$ cat config.mk
export PLATFORM = sky130hd
export DESIGN_NAME = fixed_adder_arbiter
export DESIGN_NICKNAME = d
export VERILOG_FILES = /design/src/rtl/fixed_adder_arbiter.sv
export SDC_FILE = /design/constraint.sdc
export NUM_CORES = 1
export LEC_CHECK = 0
export CORE_UTILIZATION = 40
export DETAILED_ROUTE_END_ITERATION = 8
export PLACE_DENSITY = 0.82
export SYNTH_ARGS = -nofsm -noshare
export SYNTH_HDL_FRONTEND = slang
export SYNTH_SLANG_ARGS = --single-unit
$ cat constraint.sdc
create_clock -name clk -period 4.7 [get_ports clk]
set_input_delay 0.94 -clock clk [delete_from_list [all_inputs] [get_ports clk]]
set_output_delay 0.94 -clock clk [all_outputs]
set_load 0.01 [all_outputs]
$ cat src/rtl/fixed_adder_arbiter.sv
// rtl/fixed_adder_arbiter.sv - round-robin arbiter sharing one 16-bit saturating adder
// Optional result saturation flag enabled by defining ADDER_ARB_SAT_FLAG_EN.
module fixed_adder_arbiter #(
  parameter int NUM_REQ = 4,
  parameter int ID_W    = 2
) (
  input  logic                    clk,
  input  logic                    rst,
  input  logic [NUM_REQ-1:0]      req_valid,
  output logic [NUM_REQ-1:0]      req_ready,
  input  logic [16*NUM_REQ-1:0]   req_a,
  input  logic [16*NUM_REQ-1:0]   req_b,
  output logic                    res_valid,
  input  logic                    res_ready,
  output logic [15:0]             res_sum,
`ifdef ADDER_ARB_SAT_FLAG_EN
  output logic [ID_W-1:0]         res_id,
  output logic                    res_sat
`else
  output logic [ID_W-1:0]         res_id
`endif
);

  typedef enum logic {EMPTY, FULL} state_t;

  state_t          state_q, state_d;
  logic [ID_W-1:0] ptr_q, ptr_next;
  logic [ID_W-1:0] grant_id, hi_id, lo_id;
  logic            hi_found, lo_found;
  logic            can_load, xfer;
  logic [15:0]     a_sel, b_sel, raw_sum, sat_sum;
  logic            pos_ovf, neg_ovf;

  // Downward scan leaves the lowest valid index at or above ptr (hi) and the
  // lowest valid index overall (lo); lo is the wrapped choice.
  always_comb begin
    hi_found = 1'b0;
    lo_found = 1'b0;
    hi_id    = '0;
    lo_id    = '0;
    for (int j = NUM_REQ - 1; j >= 0; j--) begin
      if (req_valid[j]) begin
        lo_found = 1'b1;
        lo_id    = ID_W'(j);
        if (j >= int'(ptr_q)) begin
          hi_found = 1'b1;
          hi_id    = ID_W'(j);
        end
      end
    end
  end

  assign grant_id = hi_found ? hi_id : lo_id;
  assign can_load = !rst && ((state_q == EMPTY) || res_ready);
  assign xfer     = lo_found && can_load;
  assign req_ready = xfer ? (NUM_REQ'(1) << grant_id) : '0;
  assign ptr_next  = (grant_id == ID_W'(NUM_REQ - 1)) ? '0 : grant_id + ID_W'(1);

  always_comb begin
    a_sel = '0;
    b_sel = '0;
    for (int j = 0; j < NUM_REQ; j++) begin
      if (grant_id == ID_W'(j)) begin
        a_sel = req_a[16*j +: 16];
        b_sel = req_b[16*j +: 16];
      end
    end
  end

  assign raw_sum = a_sel + b_sel;
  assign pos_ovf = !a_sel[15] && !b_sel[15] &&  raw_sum[15];
  assign neg_ovf =  a_sel[15] &&  b_sel[15] && !raw_sum[15];
  assign sat_sum = pos_ovf ? 16'h7FFF : (neg_ovf ? 16'h8000 : raw_sum);

  always_ff @(posedge clk or posedge rst) begin
    if (rst) state_q <= EMPTY;
    else     state_q <= state_d;
  end

  always_comb begin
    state_d = state_q;
    if (xfer)
      state_d = FULL;
    else if ((state_q == FULL) && res_ready)
      state_d = EMPTY;
  end

  assign res_valid = (state_q == FULL);

  always_ff @(posedge clk or posedge rst) begin
    if (rst) begin
      ptr_q   <= '0;
      res_sum <= '0;
      res_id  <= '0;
    end else if (xfer) begin
      ptr_q   <= ptr_next;
      res_sum <= sat_sum;
      res_id  <= grant_id;
    end
  end

`ifdef ADDER_ARB_SAT_FLAG_EN
  always_ff @(posedge clk or posedge rst) begin
    if (rst)       res_sat <= 1'b0;
    else if (xfer) res_sat <= pos_ovf || neg_ovf;
  end
`endif

endmodule
==> impl_metrics.csv <==
group,metric,value,unit
global_route,grt_pass1_vias,3650,
yosys,yosys-top-cells-area,"dfrtp_1, a21oi_1, ha_1",
power,p_leak,0.00235,uW
die,die_w,87.9,um
final_layout,instances_no_fill,726,
global_route,grt_use_met1,34.3,%
final_layout,antennaDiodeCount,0,
drt,antenna_left,0,
timing,fin_skew,2.45,ps
drt,via_per_inst,5.50,
power,p_per_area,777,mW/mm^2
die,die_y,87.9,um
yosys,synth_xor_area_share,3.27,%
clock_network,clock_latency,270,ps
yosys,syn_inst,423,
clock_network,cts_root_buffer,"clkbuf_8",
die,rows,30,
yosys,synth_fa_ha_area_share,9.59,%
die,dieArea,0.00772,mm^2
yosys,synth_mux_area_share,0.509,%
yosys,synth_fp_nets,580,
yosys,syn_avg_cell_area,6.97,um^2
timing,finalSetupViolCount,0,
yosys,yosys.area_share.simple,21.5,%
yosys,synth_warnings,0,
worst_setup_path,end_kind,"flop",
drt,drc,0,
placed_design,place_area,0.00497,mm^2
drt,drt_iter0_drc,178,
timing,final.setup.tns,0,ps
worst_setup_path,crit_path_start_kind,"input port",
final_layout,layout-drive-gt1-share,21.0,%
die,initial_core_util,42.5,%
timing,min_period_over_period,95.3,%
placed_design,placed_cells,701,
drt,wl,11.6,mm
worst_setup_path,worstSetupPathType,"in -> reg",
worst_setup_path,cp_max_fo,7,
final_layout,fin_area,0.00550,mm^2
yosys,async_flop_share,100,%
global_route,grtUsageMet3,2.54,%
clock_network,cts_made_buffers,3,
clock_network,path_clk_slew,70,ps
final_layout,syn_to_final_growth,86.6,%
global_route,overflow,0,
drt,wl_per_cell,16.0,um
clock_network,cts_tree,"built",
yosys,netlist-cell-type-count,61,
timing,slew_headroom,9.43,%
die,core_area,0.00694,mm^2
timing,hold_viol,0,
die,ios,158,
timing,report.final.slew_viol_count,0,
timing,worst_pin_slew,1360,ps
yosys,syn-cell-area,0.00295,mm^2
yosys,synthFlopType,"dfrtp_1",
global_route,antenna_found_initial,0,
global_route,busiest_layer,"met2",
global_route,grtUsageMet2,47.2,%
yosys,synth_edf_count,0,
final_layout,final_util,79.2,%
global_route,grt_pass1_wl,16.4,mm
timing,setup_slack,220,ps
clock_network,cts_sinks,21,
power,vdd_drop_max,0.000387,V
placed_design,place_worst_setup_slack,-661,ps
yosys,synth_top_family_by_area,"compound AO/OA/AOI/OAI gates",
drt,num_vias,3990,
worst_setup_path,cp.arrival,4580,ps
yosys,yosysTopAreaCellShare,17.8,%
drt,drtPass1Iterations,5,
job,maxCapViolCount,0,
final_layout,nets,788,
global_route,grt.total_usage,26.6,%
placed_design,gp_congestion,0.924,
hold_path,hp-class,"reg -> reg",
yosys,synth_compound_area_share,40.8,%
clock_network,htreeDepth,1,
timing,rsz0062_at_grt,"no",
timing,finalCriticalPeriod,4480,ps
clock_network,cts_max_path_buffers,2,
timing,fmax,223,MHz
global_route,grt_max_degree,40,
placed_design,hpwl,8.37,mm
worst_setup_path,cp_data_required_time,4800,ps
yosys,yosysSeqAreaShare,17.8,%
placed_design,port_buffers,157,
status,outcome,"finished, final reports clean",
yosys,yosys.area.top_type,"dfrtp_1",
yosys,ys_ff_latch,21,
## where the power goes
group	internal [uW]	total, uW	switching [uW]
logic	1920	3840	1920
registers	267	320	53.6
clock network	60.6	118	57.9
## metal layers
metal,up-vias,share of wire (%)
li1,1956,-
met4,0,2.1
met1,1821,42
met3,27,5.5
met5,-,0
met2,186,50
## Yosys cell counts (2+ instances only)
master     number
nand2_1        60
a21oi_1        54
nor2_1         49
o21ai_0        36
a22oi_1        34
clkbuf_1       27
dfrtp_1        21
ha_1           21
inv_1          11
o21ai_1         9
and2_1          8
xor2_1          8
a21o_1          7
nor2b_1         6
o31ai_1         4
a21oi_2         3
a22o_1          3
a2bb2oi_1       3
buf_6           3
nand2b_1        3
nand3_1         3
o2bb2ai_1       3
xnor2_1         3
a2111oi_2       2
a311oi_1        2
and3_1          2
o211ai_1        2
o21a_1          2
o21bai_1        2
## cell families after synthesis
| logic type | after synthesis |
|---|---|
| muxes | 1 |
| DFF | 21 |
| xor gates and xnor gates | 11 |
| adders and majority gates | 22 |
| and+or+nand+nor | 141 |
| AOI/OAI and AO/OA | 183 |
| buffers and inverters | 44 |
## flip-flops by register name, indices dropped and copies added (netlist names)
register,flops
res_valid,1
res_sum,16
res_id,2
ptr_q,2
## layout make-up
type	instances	area, um^2
clock buffer	4	45.0
tap	96	120
fill	486	1440
sequential	21	526
multi-input combinational	359	2450
inverter	11	41.3
timing repair buffer	235	2320
## layout by cell type (no fill, tap or decap), types with 5 or more instances in the layout
cell type	netlist	layout
a21o_1	7	7
a21oi_1	54	47
a21oi_2	3	10
a22oi_1	34	31
and2_1	8	8
buf_12	0	6
buf_4	1	65
clkdlybuf4s50_1	0	153
dfrtp_1	21	21
ha_1	21	16
inv_1	11	8
nand2_1	60	59
nor2_1	49	49
nor2b_1	6	5
o21ai_0	36	25
o21ai_1	9	17
xor2_1	8	7
## what timing repair did
action / in CTS / in global routing
hold buffers: 0 / 0
pin swaps: 4 / 24
gates resized for setup: 19 / 42
buffers inserted: 5 / 12
gates cloned: 1 / 3
setup endpoints to repair: 16 / 17
## critical path: stages
cell and delay, ps:
dlymetal6s2s_1 140, inv_2 80, nor2_1 50, a211o_1 280, a21oi_2 200, buf_4 170
ha_4 200, nor2b_4 90, buf_4 140, a22oi_1 150, nor2_1 60, a21oi_1 120
o21ai_1 110, ha_2 240, fa_2 360, a21o_1 200, nand4_1 130, nand2_2 100
a21oi_2 190, buf_4 160, xor2_4 160, a2bb2oi_2 200, o31ai_2 90
## stage by stage
stage | power, uW | hold slack (ps)
finish | 4280 | 489
global route | 4590 | 510
CTS | 3740 | 484
detailed placement | 3470 | 468
global placement | 3360 | 465
floorplan | 2330 | 494
## final timing paths
| path | startpoint | slack (ps) | depth (start not counted) | end |
|---|---|---|---|---|
| worst min-delay path | res_id[0] | 490 | 2 | res_id[0] |
| worst min register to register | res_id[0] | 490 | 2 | res_id[0] |
| worst max-delay path | req_valid[0] | 220 | 23 | res_sum[10] |
| max in group asynchronous | rst | 3050 | 2 | res_sum[6] |
| worst max register to register | ptr_q[0] | 660 | 21 | res_sum[10] |
| min in group asynchronous | rst | 1160 | 2 | res_sum[4] |
No activity file was read; power rests on OpenSTA's default activity.
